### config.mk
export PLATFORM = sky130hd
export DESIGN_NAME = fetch_stage
export DESIGN_NICKNAME = d
export VERILOG_FILES = /design/src/rtl/fetch_stage.sv
export SDC_FILE = /design/constraint.sdc
export NUM_CORES = 1
export LEC_CHECK = 0
export CORE_ASPECT_RATIO = 0.6
export CORE_UTILIZATION = 47
export CTS_CLUSTER_SIZE = 20
export DETAILED_ROUTE_END_ITERATION = 8
export PLACE_DENSITY_LB_ADDON = 0.15
export SLEW_MARGIN = 30
export SYNTH_ARGS = -nofsm -noshare
export SYNTH_HDL_FRONTEND = slang
export SYNTH_SLANG_ARGS = --single-unit
export TNS_END_PERCENT = 50
### constraint.sdc
create_clock -name clk -period 1.9 [get_ports clk]
set_input_delay 0.38 -clock clk [delete_from_list [all_inputs] [get_ports clk]]
set_output_delay 0.38 -clock clk [all_outputs]
set_load 0.02 [all_outputs]
### src/rtl/fetch_stage.sv
// MIPS instruction fetch stage: PC register, req/ready instruction memory port,
// decode-facing output slot backed by a one-entry skid buffer, redirect and halt.
module fetch_stage #(
  parameter logic [31:0] RESET_PC = 32'h0040_0000
) (
  input  logic        clk,
  input  logic        rst_n,
  output logic        imem_req,
  output logic [31:0] imem_addr,
  input  logic        imem_ready,
  input  logic [31:0] imem_rdata,
  input  logic        stall,
  input  logic        redirect,
  input  logic [31:0] redirect_pc,
  input  logic        halt,
  output logic        if_valid,
  output logic [31:0] if_instr,
  output logic [31:0] if_pc,
  output logic [31:0] if_pc_plus4,
  output logic [5:0]  opcode,
  output logic [5:0]  funcCode
);

  typedef enum logic [1:0] {IDLE, REQ, WAIT, HALT} state_t;

  state_t      state, state_n;
  logic [31:0] pc, pc_n, addr_n, pc_plus4;
  logic        squash, squash_n;
  logic        halt_pend, halt_pend_n;
  logic        out_valid_n;
  logic [31:0] out_instr_n, out_pc_n;
  logic        skid_valid, skid_valid_n;
  logic [31:0] skid_instr, skid_instr_n, skid_pc, skid_pc_n;

  assign pc_plus4    = pc + 32'd4;
  assign imem_req    = (state == REQ);
  assign if_pc_plus4 = if_pc + 32'd4;
  assign opcode      = if_instr[31:26];
  assign funcCode    = if_instr[5:0];

  always_comb begin
    state_n      = state;
    pc_n         = pc;
    addr_n       = imem_addr;
    squash_n     = squash;
    halt_pend_n  = halt_pend;
    out_valid_n  = if_valid & stall;
    out_instr_n  = if_instr;
    out_pc_n     = if_pc;
    skid_valid_n = skid_valid;
    skid_instr_n = skid_instr;
    skid_pc_n    = skid_pc;

    case (state)
      IDLE: begin
        if (halt) begin
          out_valid_n  = 1'b0;
          skid_valid_n = 1'b0;
          state_n      = HALT;
        end else if (redirect) begin
          out_valid_n  = 1'b0;
          skid_valid_n = 1'b0;
          pc_n         = redirect_pc;
          addr_n       = redirect_pc;
          state_n      = REQ;
        end else begin
          addr_n  = pc;
          state_n = REQ;
        end
      end

      // A halt seen mid-request is remembered so the request can finish its handshake.
      REQ: begin
        if (halt || halt_pend) begin
          out_valid_n  = 1'b0;
          skid_valid_n = 1'b0;
          if (imem_ready) begin
            halt_pend_n = 1'b0;
            squash_n    = 1'b0;
            state_n     = HALT;
          end else begin
            halt_pend_n = 1'b1;
          end
        end else if (redirect) begin
          out_valid_n  = 1'b0;
          skid_valid_n = 1'b0;
          pc_n         = redirect_pc;
          if (imem_ready) begin
            squash_n = 1'b0;
            addr_n   = redirect_pc;
          end else if (!squash) begin
            squash_n = 1'b1;
          end
        end else if (imem_ready) begin
          if (squash) begin
            squash_n = 1'b0;
            addr_n   = pc;
          end else begin
            pc_n   = pc_plus4;
            addr_n = pc_plus4;
            if (!if_valid || !stall) begin
              out_valid_n = 1'b1;
              out_instr_n = imem_rdata;
              out_pc_n    = imem_addr;
            end else begin
              skid_valid_n = 1'b1;
              skid_instr_n = imem_rdata;
              skid_pc_n    = imem_addr;
              state_n      = WAIT;
            end
          end
        end
      end

      WAIT: begin
        if (halt) begin
          out_valid_n  = 1'b0;
          skid_valid_n = 1'b0;
          state_n      = HALT;
        end else if (redirect) begin
          out_valid_n  = 1'b0;
          skid_valid_n = 1'b0;
          pc_n         = redirect_pc;
          addr_n       = redirect_pc;
          state_n      = REQ;
        end else if (!stall) begin
          out_valid_n  = skid_valid;
          out_instr_n  = skid_instr;
          out_pc_n     = skid_pc;
          skid_valid_n = 1'b0;
          addr_n       = pc;
          state_n      = REQ;
        end
      end

      HALT: begin
        out_valid_n  = 1'b0;
        skid_valid_n = 1'b0;
      end

      default: state_n = IDLE;
    endcase
  end

  always_ff @(posedge clk or negedge rst_n) begin
    if (!rst_n) begin
      state      <= IDLE;
      pc         <= RESET_PC;
      imem_addr  <= RESET_PC;
      squash     <= 1'b0;
      halt_pend  <= 1'b0;
      if_valid   <= 1'b0;
      if_instr   <= 32'd0;
      if_pc      <= 32'd0;
      skid_valid <= 1'b0;
      skid_instr <= 32'd0;
      skid_pc    <= 32'd0;
    end else begin
      state      <= state_n;
      pc         <= pc_n;
      imem_addr  <= addr_n;
      squash     <= squash_n;
      halt_pend  <= halt_pend_n;
      if_valid   <= out_valid_n;
      if_instr   <= out_instr_n;
      if_pc      <= out_pc_n;
      skid_valid <= skid_valid_n;
      skid_instr <= skid_instr_n;
      skid_pc    <= skid_pc_n;
    end
  end

endmodule

* Word-level counts from Yosys, hierarchy flattened
Index checks and enable logic that the tools add are counted.
** Storage, ports and cells
- ROM bits :: 0
- Input bits :: 70
- Register bits after elaboration :: 198
- Memory bits (writable) :: 0
- Word-level logic and storage cells :: 127
- Memories :: 0
- Output and inout bits :: 142
- Latch bits :: 0
** Cells by class
- Mux-type cells :: 69
- Add/sub/neg operators :: 2
- Reductions and logical operators :: 16
- Divide/modulo/power cells :: 0
- Magnitude comparators :: 0
- Shift operators :: 0
- Bitwise operators :: 5
- Eq/ne operators :: 24
- Multipliers :: 0
** Operators with widths (count)
- 2-to-1 mux 32 bit :: 28
- case mux 32 bit (2 select lines) :: 3
- case mux 32 bit (3 select lines) :: 1
- adder 32 x 3 -> 32 bit, second input constant :: 2
- 2-to-1 mux 1 bit :: 24
- 2-to-1 mux 2 bit :: 10
- != test 2 bit, second input constant :: 8
- != test 3 bit, second input constant :: 4
- AND reduction 6 bit :: 2
- AND reduction 9 bit :: 1
- != test 4 bit, second input constant :: 2
- case mux 1 bit (4 select lines) :: 2
- AND reduction 7 bit :: 1
- != test 3 x 2 -> 1 bit, second input constant :: 2
- case mux 2 bit (3 select lines) :: 1
- AND reduction 5 bit :: 1
- == test 2 bit, second input constant :: 2
- != test 2 x 1 -> 1 bit, second input constant :: 2
- != test 4 x 1 -> 1 bit, second input constant :: 1
- != test 4 x 3 -> 1 bit, second input constant :: 1
- inverter 1 bit :: 4
- AND reduction 4 bit :: 1
- nonzero test 2 bit :: 2
- != test 3 x 1 -> 1 bit, second input constant :: 1
- 8 further kinds :: 10

* Longest topological paths before layout
- Word-level depth :: 8
- Gate-level depth with buffers :: 10
- Gate-level depth less buffers :: 6

* Worst setup path after synthesis
Ideal clock, no wire load.
- Path kind :: register -> output
- Start point :: reg if_pc[7]
- End point :: out if_pc_plus4[21]
- Slack :: -519 ps
- Arrival time :: 2039 ps
- Stages on the path, launching flop included :: 6
- Data required time :: 1520 ps
- Buffers on the path :: 0
- Cell sequence :: dfrtp_1 > and4_1 > nand3_1 > nor3_1 > nand4_1 > xnor2_1
** Between the ends
- Longest elaborated chain between the ends :: 1
** Ends and longest elaborated chain
- start: declaration :: line 18 : output logic [31:0] if_pc,
- start signal: assignment :: line 166 : if_pc <= out_pc_n;
- adder 32 x 3 -> 32 bit :: line 37 : assign if_pc_plus4 = if_pc + 32'd4;
- end: declaration :: line 19 : output logic [31:0] if_pc_plus4,
Every way passes these cells.

* Worst setup path in the final report
- Start point :: reg if_pc[7]
- End point :: out if_pc_plus4[28]
The elaborated chain is that of the path after synthesis.

==> impl_metrics.env <==
export IMPL_outcome="complete, but fails checks"
export IMPL_violations="negative setup slack"
export IMPL_netlist_area_leader_share_pct=46.5
export IMPL_power_density_nw_per_um2=657
export IMPL_die_area_sq_um=23000
export IMPL_clock_path_buffers=2
export IMPL_cts_clk_slew_worst_paths_ns=0.07
export IMPL_cts_sinks=198
export IMPL_die_x_um=195
export IMPL_tns_ns=-12.65
export IMPL_synth_edf_count=0
export IMPL_synth_main_ff_cell="dfrtp_1"
export IMPL_syn_nets=1131
export IMPL_finalSetupViolCount=80
export IMPL_htreeDepth=4
export IMPL_fin_area_sq_um=16300
export IMPL_firstDrtPassIters=5
export IMPL_globalRouteOverflowTotal=0
export IMPL_port_buffers=211
export IMPL_drive_gt1_share_pct=36.9
export IMPL_routed_via_count=10144
export IMPL_pin_count=212
export IMPL_area_growth_pct=55.0
export IMPL_antenna_found_initial=0
export IMPL_drv_cap=0
export IMPL_worst_path_max_fanout=8
export IMPL_finClkSkew_ns=0.0146
export IMPL_synth_area_leaders="dfrtp_1 47%, mux2_2 7.1%, mux2i_1 6.7%, o21ai_0 4.8%, nand2_1 4.4%"
export IMPL_cp_slowest_stage_delay_ns=0.36
export IMPL_crit_chain="and4_4 -> nand3_4 -> buf_6 -> nor4_4 -> buf_6 -> nand4_1 -> xnor2_2 -> buf_4"
export IMPL_grt_max_degree=71
export IMPL_p_sw_share_pct=29.9
export IMPL_die_y_um=118
export IMPL_slew_headroom_pct=65.2
export IMPL_yosysWarnings=0
export IMPL_dpl_cell_count=1662
export IMPL_syn_avg_cell_area_sq_um=9.95
export IMPL_grt_setup_unrepaired="yes"
export IMPL_cp_arrival_ns=2.07
export IMPL_fin_cells=1745
export IMPL_drc=0
export IMPL_wl_per_cell_um=21.5
export IMPL_drtAntennaViolNets=0
export IMPL_dpl_worst_slack_ns=-0.655
export IMPL_cp_start_kind="register"
export IMPL_finalWirelength_mm=37.5
export IMPL_ys_seq_area_share_pct=47.0
export IMPL_root_buffer="clkbuf_16"
export IMPL_comb_power_share_pct=20.6
export IMPL_cp_required_ns=1.52
export IMPL_syn_area_sq_um=10500
export IMPL_dp_hpwl_mm=25.6
export IMPL_num_nets_final=1518
export IMPL_synth_cells=1059
export IMPL_insertion_delay_ns=0.45
export IMPL_yosysTopAreaCell="dfrtp_1"
export IMPL_rows=42
export IMPL_post_route_period_util_pct=129
export IMPL_ir_worst_vdd_mv=0.710
export IMPL_core_area_sq_um=22000
export IMPL_synth_seq_cells=198
export IMPL_worstSetupPathType="reg2out"
export IMPL_fin_ws_ns=-0.554
export IMPL_timing_fmax_mhz=408
export IMPL_synth_most_common_cell="dfrtp_1"
export IMPL_slew_viol_final=0
export IMPL_power_switching_w=0.00321
export IMPL_post_drt_via_cell_ratio=5.81
export IMPL_grt_pass1_wl_mm=54.2
export IMPL_async_flop_share_pct=100
export IMPL_numCtsBuffers=17
export IMPL_hold_class="in2reg"
export IMPL_min_period_ns=2.45
export IMPL_grt_pass1_vias=9521
export IMPL_synth_common_cells="196 x dfrtp_1, 124 x nand2_1, 102 x o21ai_0"
export IMPL_power_leakage_nw=7.61
export IMPL_gp_congestion=0.986
export IMPL_seqPwrFrac_pct=44.9
export IMPL_dpl_cell_area_sq_um=14400
export IMPL_p_int_w=0.00753
export IMPL_end_kind="primary output"
export IMPL_hold_viol_final=0
export IMPL_tightest_slew_ns=0.522
export IMPL_cpMaxStageDelayCell="dfrtp_2"
export IMPL_antenna_cells=0
export IMPL_crit_path_frequent_cell="buf_6"
export IMPL_ys_types=70
export IMPL_start_util_pct=47.9
export IMPL_drt_iter0_markers=974
export IMPL_cts_tree="built"
export IMPL_p_clk_share_pct=34.5
export IMPL_grtUsageTotal_pct=30.7
state kept, by name (all words and copies together), names as in the netlist:
name,cells
if_instr,32
if_pc,32
imem_addr,32
pc,32
skid_instr,32
skid_pc,32
state,2
halt_pend,1
if_valid,1
skid_valid,1
squash,1
metal layers:
metal / wire length (um) / up-vias / track usage, %
met4: 624 / 2 / 6.69
li1: - / 4617 / -
met3: 3860 / 58 / 9.77
met2: 15800 / 487 / 42.9
met5: 93 / - / 0
met1: 17100 / 4980 / 46.0
through the flow:
stage | hold slack, ns | utilization (%) | total power, W
after floorplan | 0.0844 | - | 0.00576
after global placement | 0.397 | 65.5 | 0.00699
after detailed placement | 0.400 | 65.5 | 0.00702
after CTS | 0.487 | 69.3 | 0.0106
after global routing | 0.272 | 74.2 | 0.0111
final | 0.257 | 74.2 | 0.0107
critical path, delay by kind of cell, from the launching register on:
kind / cells / cell delay [ns]
and+or+nand+nor: 4 / 0.64
buffers and inverters: 3 / 0.47
DFF: 1 / 0.36
xor gates and xnor gates: 1 / 0.16
final timing paths:
| check | start | endpoint | slack, ns | cells after the start |
|---|---|---|---|---|
| min in group asynchronous | rst_n | if_instr[5] | 0.48 | 2 |
| max in group asynchronous | rst_n | imem_addr[22] | 0.76 | 3 |
| max | if_pc[7] | if_pc_plus4[28] | -0.55 | 8 |
| min reg2reg | if_instr[19] | if_instr[19] | 0.48 | 2 |
| min | imem_ready | squash | 0.26 | 3 |
| max reg2reg | pc[3] | imem_addr[13] | -0.13 | 8 |
layout make-up:
class / instances / area (sq um)
well taps: 286 / 358
multi-input cells: 754 / 5980
repair buffers: 462 / 4400
flip-flops and latches: 198 / 4970
fillers: 1597 / 5680
inverters: 13 / 53.8
clock inverters: 11 / 123
clock buffers: 21 / 460
cells by family after synthesis:
kind of cell    Yosys count  share of synthesized area [%]
fa+ha+maj                 2                          0.237
mux                     137                           13.8
compound gates          248                           14.9
simple gates            324                           15.5
xor+xnor                 43                           3.57
buf+inv                 107                           5.02
flops                   198                           47.0
power groups by stage:
stage / logic, W / clock network [W] / registers, W
after floorplan: 0.000725 / 0 / 0.00504
after global routing: 0.00236 / 0.00391 / 0.00485
after detailed placement: 0.00214 / 0 / 0.00488
final: 0.00221 / 0.00370 / 0.00482
after global placement: 0.00212 / 0 / 0.00487
after CTS: 0.00210 / 0.00373 / 0.00480
timing repair:
action / 4_1_cts / 5_1_grt
buffers inserted: 11 / 34
endpoints found under the setup margin: 142 / 163
gates cloned: 0 / 7
endpoints found under the hold margin: 50 / 0
resized for setup: 265 / 205
hold buffers: 1 / 0
pin swaps: 28 / 60
cell usage in the layout (no fill, tap or decap), types with 11 or more instances in the layout:
master and count:
nand2_2 19, mux2_2 66, clkbuf_16 22, dlymetal6s2s_1 13, dlygate4sd2_1 54, clkdlybuf4s50_1 112
nand3_4 11, xnor2_1 12, o21ai_1 43, xnor2_2 18, buf_4 213, dfrtp_1 186
nand4_1 23, nand2_1 102, nand3_1 22, nor2_1 39, mux2i_1 71, a31oi_1 11
a21oi_1 39, inv_1 12, buf_12 21, buf_6 35, o21ai_0 59
Note: power is estimated with default switching activity, not from simulation.
